===== config.mk =====
export PLATFORM = sky130hd
export DESIGN_NAME = fir_tap_mac
export DESIGN_NICKNAME = d
export VERILOG_FILES = /design/src/rtl/fir_pkg.sv /design/src/rtl/fir_sample_ram.sv /design/src/rtl/fir_tap_mac.sv
export SDC_FILE = /design/constraint.sdc
export NUM_CORES = 2
export LEC_CHECK = 0
export BUFFER_PORTS_ARGS = -buffer_cell sky130_fd_sc_hd__buf_2
export CAP_MARGIN = 20
export CORE_ASPECT_RATIO = 0.9
export CORE_UTILIZATION = 60
export DETAILED_ROUTE_END_ITERATION = 8
export GPL_ROUTABILITY_DRIVEN = 0
export PLACE_DENSITY = 0.82
export SYNTH_ARGS = -nofsm -noshare
export SYNTH_HDL_FRONTEND = slang
export SYNTH_SLANG_ARGS = --single-unit

===== constraint.sdc =====
create_clock -name clk -period 8.3 [get_ports clk]
set_input_delay 2.075 -clock clk [delete_from_list [all_inputs] [get_ports clk]]
set_output_delay 2.075 -clock clk [all_outputs]
set_load 0.005 [all_outputs]

===== src/rtl/fir_pkg.sv =====
// Shared defaults, types and the rounding constant for the FIR tap MAC datapath.
// No logic of its own; every user picks up widths and helpers from here.
// No backpressure: pure declarations.
package fir_pkg;

  localparam int DATA_W_DEF = 16;
  localparam int COEF_W_DEF = 16;
  localparam int ACC_W_DEF  = 48;

  typedef logic signed [DATA_W_DEF-1:0] sample_t;
  typedef logic signed [COEF_W_DEF-1:0] coef_t;
  typedef logic signed [ACC_W_DEF-1:0]  acc_t;

  // Half-LSB of the Q1.(coef_w-1) product scaling, used for half-up rounding.
  function automatic longint rnd_const(input int coef_w);
    return longint'(1) << (coef_w - 2);
  endfunction

endpackage


===== src/rtl/fir_sample_ram.sv =====
// Sample RAM: one write port, one synchronous read-first read port.
// Latency: read data registered one cycle after rd_en; not cleared by reset.
// No backpressure: accepts a read and a write every cycle.
module fir_sample_ram
  import fir_pkg::*;
#(
  parameter int ADDR_W = 6,
  parameter int DATA_W = DATA_W_DEF
) (
  input  logic              clk,
  input  logic              wr_en,
  input  logic [ADDR_W-1:0] wr_addr,
  input  logic [DATA_W-1:0] wr_data,
  input  logic              rd_en,
  input  logic [ADDR_W-1:0] rd_addr,
  output logic [DATA_W-1:0] rd_data
);

  logic [DATA_W-1:0] mem_q [2**ADDR_W];
  logic [DATA_W-1:0] rd_data_q;
  logic [DATA_W-1:0] rd_data_d;

  // Read the array before this cycle's write lands, so a same-address write returns old data.
  always_comb begin
    rd_data_d = rd_data_q;
    if (rd_en) rd_data_d = mem_q[rd_addr];
  end

  // Array write and read register; contents are intentionally left unreset.
  always_ff @(posedge clk) begin
    if (wr_en) mem_q[wr_addr] <= wr_data;
    rd_data_q <= rd_data_d;
  end

  assign rd_data = rd_data_q;

endmodule


===== src/rtl/fir_tap_mac.sv =====
// FIR tap multiply-accumulate: reads coef/sample, multiplies, accumulates per frame, rounds out.
// Latency: tap_last at t -> y_valid at t+4; one tap per cycle. Macro FIR_TAP_MAC_SAT_EN enables clamping.
// No backpressure: bubbles (rd_en=0) simply flow through as invalid slots.
module fir_tap_mac
  import fir_pkg::*;
#(
  parameter int H_ADDR_WIDTH = 4,
  parameter int X_ADDR_WIDTH = 6,
  parameter int DATA_W       = DATA_W_DEF,
  parameter int COEF_W       = COEF_W_DEF,
  parameter int ACC_W        = ACC_W_DEF
) (
  input  logic                    clk,
  input  logic                    rst_n,
  input  logic                    rd_en,
  input  logic [H_ADDR_WIDTH-1:0] h_addr,
  input  logic [X_ADDR_WIDTH-1:0] x_addr,
  input  logic                    tap_last,
  input  logic                    x_wr_en,
  input  logic [X_ADDR_WIDTH-1:0] x_wr_addr,
  input  logic [DATA_W-1:0]       x_wr_data,
  input  logic                    h_wr_en,
  input  logic [H_ADDR_WIDTH-1:0] h_wr_addr,
  input  logic [COEF_W-1:0]       h_wr_data,
  output logic [DATA_W-1:0]       y_out,
  output logic                    y_valid,
  output logic                    sat_hit
);

  localparam int NTAPS  = 2**H_ADDR_WIDTH;
  localparam int PROD_W = COEF_W + DATA_W;
  localparam logic signed [ACC_W-1:0] RND = ACC_W'(rnd_const(COEF_W));

  // Coefficient register file
  logic [COEF_W-1:0] coef_q [NTAPS];
  logic [COEF_W-1:0] coef_d [NTAPS];

  // R stage
  logic              vld_r_q, vld_r_d, last_r_q, last_r_d;
  logic [COEF_W-1:0] h_r_q, h_r_d;
  logic [DATA_W-1:0] x_r_dat;

  // M stage
  logic                     vld_m_q, vld_m_d, last_m_q, last_m_d;
  logic signed [PROD_W-1:0] prod_q, prod_d;

  // P stage
  logic signed [ACC_W-1:0] acc_q, acc_d;
  logic                    first_q, first_d, last_p_q, last_p_d;
  logic signed [ACC_W-1:0] prod_ext;

  // O stage
  logic [DATA_W-1:0]       y_out_q, y_out_d;
  logic                    y_valid_q, y_valid_d;
  logic signed [ACC_W-1:0] r_sum, r;

  // Coefficient writes land at the clock edge, so a read in the same cycle sees the old value.
  always_comb begin
    coef_d = coef_q;
    if (h_wr_en) coef_d[h_wr_addr] = h_wr_data;
  end

  // Coefficient storage is not cleared by reset.
  always_ff @(posedge clk) begin
    coef_q <= coef_d;
  end

  fir_sample_ram #(
    .ADDR_W (X_ADDR_WIDTH),
    .DATA_W (DATA_W)
  ) u_sample_ram (
    .clk     (clk),
    .wr_en   (x_wr_en),
    .wr_addr (x_wr_addr),
    .wr_data (x_wr_data),
    .rd_en   (rd_en),
    .rd_addr (x_addr),
    .rd_data (x_r_dat)
  );

  // Pipeline next-state: flags ride with data, products only update on valid slots.
  always_comb begin
    vld_r_d  = rd_en;
    last_r_d = rd_en & tap_last;
    h_r_d    = rd_en ? coef_q[h_addr] : h_r_q;

    vld_m_d  = vld_r_q;
    last_m_d = last_r_q;
    prod_d   = prod_q;
    if (vld_r_q) prod_d = PROD_W'($signed(h_r_q)) * PROD_W'($signed(x_r_dat));

    prod_ext = ACC_W'(prod_q);
    acc_d    = acc_q;
    first_d  = first_q;
    last_p_d = vld_m_q & last_m_q;
    if (vld_m_q) begin
      acc_d   = first_q ? prod_ext : acc_q + prod_ext;
      first_d = last_m_q;
    end
  end

  // Pipeline registers; only control state is reset, data regs are qualified by vld.
  always_ff @(posedge clk) begin
    if (!rst_n) begin
      vld_r_q  <= 1'b0;
      last_r_q <= 1'b0;
      vld_m_q  <= 1'b0;
      last_m_q <= 1'b0;
      acc_q    <= '0;
      first_q  <= 1'b1;
      last_p_q <= 1'b0;
    end else begin
      vld_r_q  <= vld_r_d;
      last_r_q <= last_r_d;
      vld_m_q  <= vld_m_d;
      last_m_q <= last_m_d;
      acc_q    <= acc_d;
      first_q  <= first_d;
      last_p_q <= last_p_d;
    end
    h_r_q  <= h_r_d;
    prod_q <= prod_d;
  end

  assign r_sum = acc_q + RND;
  assign r     = r_sum >>> (COEF_W - 1);

`ifdef FIR_TAP_MAC_SAT_EN
  localparam logic signed [ACC_W-1:0] Y_MAX = ACC_W'((longint'(1) <<< (DATA_W - 1)) - 1);
  localparam logic signed [ACC_W-1:0] Y_MIN = -Y_MAX - 1;

  logic sat_q, sat_d;

  // Output narrowing with clamp; any clamp sets the sticky flag.
  always_comb begin
    y_out_d   = y_out_q;
    y_valid_d = last_p_q;
    sat_d     = sat_q;
    if (last_p_q) begin
      if (r > Y_MAX) begin
        y_out_d = {1'b0, {(DATA_W-1){1'b1}}};
        sat_d   = 1'b1;
      end else if (r < Y_MIN) begin
        y_out_d = {1'b1, {(DATA_W-1){1'b0}}};
        sat_d   = 1'b1;
      end else begin
        y_out_d = DATA_W'(r);
      end
    end
  end

  // Sticky saturation flag, cleared only by reset.
  always_ff @(posedge clk) begin
    if (!rst_n) sat_q <= 1'b0;
    else        sat_q <= sat_d;
  end

  assign sat_hit = sat_q;
`else
  // Output narrowing by plain truncation (wraps on overflow).
  always_comb begin
    y_out_d   = y_out_q;
    y_valid_d = last_p_q;
    if (last_p_q) y_out_d = DATA_W'(r);
  end

  assign sat_hit = 1'b0;
`endif

  // Output register: y_out holds between strobes.
  always_ff @(posedge clk) begin
    if (!rst_n) begin
      y_out_q   <= '0;
      y_valid_q <= 1'b0;
    end else begin
      y_out_q   <= y_out_d;
      y_valid_q <= y_valid_d;
    end
  end

  assign y_out   = y_out_q;
  assign y_valid = y_valid_q;

endmodule


Word-level counts from Yosys, hierarchy flattened
Memory sizes are Yosys's and may differ from the RTL's. A register that Yosys moved wholly into a read port is not among the register bits.
Index checks and enable logic that the tools add are counted.
{ "classes": {"addsub": 2, "n_mul": 1, "magnitude_cmp": 3, "n_mux": 9, "bitwise": 4, "reduce_logical": 1} }
{ "ops": {"columns": ["operator", "n"], "rows": [
  ["$bwmux 256", 1],
  ["$bmux 16 s4", 1],
  ["$demux 16 s4", 1],
  ["$add 48x32->48", 1],
  ["$mux 16", 3],
  ["$mux 48", 1],
  ["$mul 16x16->32", 1],
  ["$add 31x16->31 const B", 1],
  ["$ge 5x5->1 const B", 2],
  ["$not 4->5", 2],
  ["$lt 5x1->1 const B", 1],
  ["$and 1x1->1", 2],
  ["$mux 1", 2],
  ["$logic_and 1x1->1", 1]
]} }
{ "totals": {"ff_bits": 375, "ram_bits": 1024, "out_inout_bits": 18, "elab_cells": 48, "memories": 1} }
{ "memory_table": {"columns": ["name", "words", "word_bits", "rd", "rd_clocked_by_memory_dff", "write_ports", "line_no", "text"], "rows": [
  ["u_sample_ram.mem_q", 64, 16, 1, 1, 1, "fir_sample_ram.sv:19", "logic [DATA_W-1:0] mem_q [2**ADDR_W];"]
]} }

Depth between registers and ports, before layout
{ "logic_depth": {"depth_word": 6, "mapped_depth": 23, "ltp_nobuf": 22} }

Cells and area by module
Synthesis repeated with hierarchy kept, for this count alone.
{ "hier_totals": {"cells_unflattened": 3782, "hier_area_um2": 64787.1} }
{ "by_module_without_submodules": {"columns": ["mod", "n_inst", "cells_each", "area_each_um2"], "rows": [
  ["fir_sample_ram", 1, 1829, 40202.3],
  ["fir_tap_mac", 1, 1953, 24584.8]
]} }

Least setup slack after synthesis
OpenSTA, ideal clock, no wires.
{ "synth_path": {"path_kind": "flip-flop to flip-flop", "startpoint": "register h_r_q[15]", "endpoint": "register prod_q[30] (data pin)", "setup_ps": 260, "t_arrival_ps": 5980, "t_required_ps": 8040, "setup_slack_ps": 2060, "path_stages_with_launch": 24, "path_buffers": 3, "period_less_slack_ps": 6240, "path_cell_list": "edfxtp_1 -> clkbuf_1 -> clkbuf_1 -> nand2_1 -> inv_1 -> fa_1 -> inv_1 -> fa_1 -> inv_1 -> fa_1 -> fa_1 -> fa_1 -> inv_1 -> fa_1 -> inv_1 -> ha_1 -> clkbuf_1 -> and3_1 -> and2_1 -> a221oi_1 -> a21oi_1 -> a21o_1 -> a21oi_1 -> xnor2_1"} }
{ "synth_via": {"elab_chain_cells": 1} }
{ "synth_lines": {"columns": ["element", "line_no", "text"], "rows": [
  ["start: declaration", "fir_tap_mac.sv:40", "logic [COEF_W-1:0] h_r_q, h_r_d;"],
  ["start signal: assignment", "fir_tap_mac.sv:121", "h_r_q <= h_r_d;"],
  ["$mul 16x16->32", "fir_tap_mac.sv:90", "if (vld_r_q) prod_d = PROD_W'($signed(h_r_q)) * PROD_W'($signed(x_r_dat));"],
  ["end signal: assignment", "fir_tap_mac.sv:122", "prod_q <= prod_d;"],
  ["end: declaration", "fir_tap_mac.sv:45", "logic signed [PROD_W-1:0] prod_q, prod_d;"]
]} }
Every way passes these cells.
A chain may end at the register's enable or synchronous reset.

Worst setup path after layout
Ends and elaborated chain as after synthesis.

==> flow_summary.ini <==
[outcome]
status = completed

[floorplanning]
die_y_um = 312
num_rows = 113
die_w_um = 346
start_util_pct = 60.7
core_um2 = 106000
pin_count = 76
dieArea_um2 = 108000

[cells_and_area]
layout.cells.non_filler = 5159
layout-drive-gt1-share_pct = 22.5
fillers = 6367
nets = 4095
areaGrowthSynthToFinish_pct = 11.0
postLayoutCellArea_um2 = 71100

[timing]
setup_ws_ns = 1.65
max_slew_margin_pct = 28.4
tns_ns = 0
finClkSkew_ns = 0.0414
fmax_mhz = 150
hold_viol = 0
rsz0062_at_grt = false
maxSlewViolCount = 0
finalCritPeriodShare_pct = 80.2
tightestPinTransition_ns = 1.07
fin_crit_ns = 6.65
finalSetupViolCount = 0

[logic_synthesis]
syn_nets = 3930
synth_edf_count = 1343
syn_area_um2 = 64100
ys_ff_latch = 1397
ys_types = 60
ys_seq_area_share_pct = 64.6
ys_warn_count = 0
synthDominantCellAreaShare_pct = 63.0
syn_avg_cell_area_um2 = 18.3
synth_ff_type = edfxtp_1
syn_inst = 3504
synthArstFlopShare_pct = 0
ys_top_cells_by_area = edfxtp_1 (63%), mux4_2 (15%), fa_1 (8.0%)
yosys.area.top_type = edfxtp_1

[cts]
cts_buffers = 137
cts_setup_buffers = 0
path_clk_slew_ns = 0.07
clock-sinks = 1397
clock_latency_ns = 0.77
clk_path_buf_depth = 3
cts_root_buf = clkbuf_16
tritoncts = done
cts_hold_buf = 0
htree_levels = 4
cts_resized = 0

[drt]
antenna_left = 0
dr.first_iter.drc_count = 4288
via_count = 33700
wl_met2_um = 73000
wl_met1_um = 57500
vias_per_cell = 6.53
wl_per_cell_um = 29.8
wl_met3_um = 17300
dr.pass1.iters = 5
routed_wl_um = 154000
drc = 0
topRoutingLayerUsed = met5

[global_route]
grt_pass1_wl_um = 227000
grt_max_degree = 96
antenna_found_initial = 14
grt_overflow = 0
grt_pass1_vias = 34400
grt_usage_pct = 29.1

[critical_path]
worst-path-max-fanout = 17
crit_top_cell = fa_1
critPathSlowestCell = fa_1
crit_buf_inv = 5
cp-end-kind = flip-flop
startpoint_type = flip-flop
slowest_delay_ns = 0.70
r2r_cells = 20
critPathKind = flip-flop to flip-flop
crit_required_ns = 8.80
crit_cells = 20
critical_path_arrival_ns = 7.15
critical_path.cell_chain = nand2_1 -> inv_1 -> fa_1 -> inv_1 -> fa_1 -> inv_1 -> fa_1 -> fa_1 -> fa_1 -> inv_1 -> fa_1 -> inv_1 -> ha_1 -> and3_1 -> and2_1 -> a221oi_1 -> a21oi_1 -> a21o_1 -> a21oi_1 -> xnor2_1
cp_top_family = adder cells

[place]
placed_area_um2 = 66400
port_buffers = 74
placedCellCount = 4896
place_ws_ns = 1.68
dp_hpwl_um = 86300

[pwr]
power.density_nw_per_um2 = 384
power.leakage_uw = 0.0250
vdd_drop_max_uv = 747

[run]
maxCapViolCount = 0

[hold_path]
min-delay-path-class = flip-flop to flip-flop
hold-path-cell-count = 1
where the power goes:
part | switching, uW | total [uW] | internal (uW) | leakage (uW)
clock | 2720 | 6130 | 3400 | 0.00214
combinational | 6700 | 12400 | 5700 | 0.0103
sequential | 159 | 8750 | 8590 | 0.0126
total | 9590 | 27300 | 17700 | 0.0250
final cells by class:
type / count / area [um^2] / area share, %
antenna: 5 / 12.5 / 0.0176
clock buffer: 162 / 3590 / 5.04
clock inverter: 82 / 782 / 1.10
inverter: 306 / 1150 / 1.62
multi-input combinational: 1642 / 21000 / 29.5
sequential: 1397 / 41400 / 58.2
tap: 1380 / 1730 / 2.43
timing repair buffer: 185 / 1480 / 2.08
sequential cells by signal, indices dropped and copies added, names as in the netlist:
name and cells:
h_r_q 16, vld_m_q 1, u_sample_ram.mem_q 1024, last_m_d 1, y_valid 1, prod_q 31, vld_m_d 1, y_out 16
last_m_q 1, u_sample_ram.rd_data 16, first_q 1, last_p_q 1, coef_q 256, acc_q 31
routing by layer:
| metal | vias up | GRT usage [%] |
|---|---|---|
| met5 | - | 0 |
| met4 | 10 | 11.0 |
| met3 | 377 | 7.02 |
| met2 | 2314 | 45.3 |
| met1 | 17300 | 40.5 |
| li1 | 13700 | - |
stage by stage:
step / total power [uW] / hold WS (ns) / util (%)
2_1_floorplan: 18800 / 0.412 / -
3_3_place_gp: 20900 / 0.423 / 62.9
3_5_place_dp: 21200 / 0.419 / 62.9
4_1_cts: 27400 / 0.432 / 67.1
5_1_grt: 29300 / 0.466 / 67.3
6_report: 27300 / 0.431 / 67.3
cell usage in the layout (no fill, tap or decap), types with 58 or more instances in the layout:
master,count
clkbuf_16,140
buf_2,69
ha_1,111
a21oi_1,58
buf_4,94
nor2_1,82
inv_1,306
edfxtp_1,1343
fa_1,257
mux4_2,416
nand2_1,182
and2_1,131
cell usage after synthesis, types with 47 or more instances:
cell type,number
xnor2_1,47
nand2_1,182
clkbuf_1,103
and2_1,131
fa_1,257
a21oi_1,58
mux4_2,416
ha_1,111
dfxtp_1,54
nor2_1,119
edfxtp_1,1343
inv_1,306
path summary, 6_finish.rpt:
| kind | start | endpoint | slack (ns) |
|---|---|---|---|
| max | h_r_q[15] | prod_q[30] | 1.65 |
| min | last_m_d | last_m_q | 0.43 |
| max reg2reg | h_r_q[15] | prod_q[30] | 1.65 |
| min reg2reg | last_m_d | last_m_q | 0.43 |
kinds of logic after synthesis:
kind of cell               Yosys count  share of synthesized area, %
AOI/OAI and AO/OA                  219                          2.29
xor gates and xnor gates            74                          1.01
adders and majority gates          368                          10.2
buffers and inverters              465                          2.83
DFF                               1397                          64.6
muxes                              432                          14.9
other                                1                       0.00585
and+or+nand+nor                    548                          4.14
No activity file was read; power rests on OpenSTA's default activity.
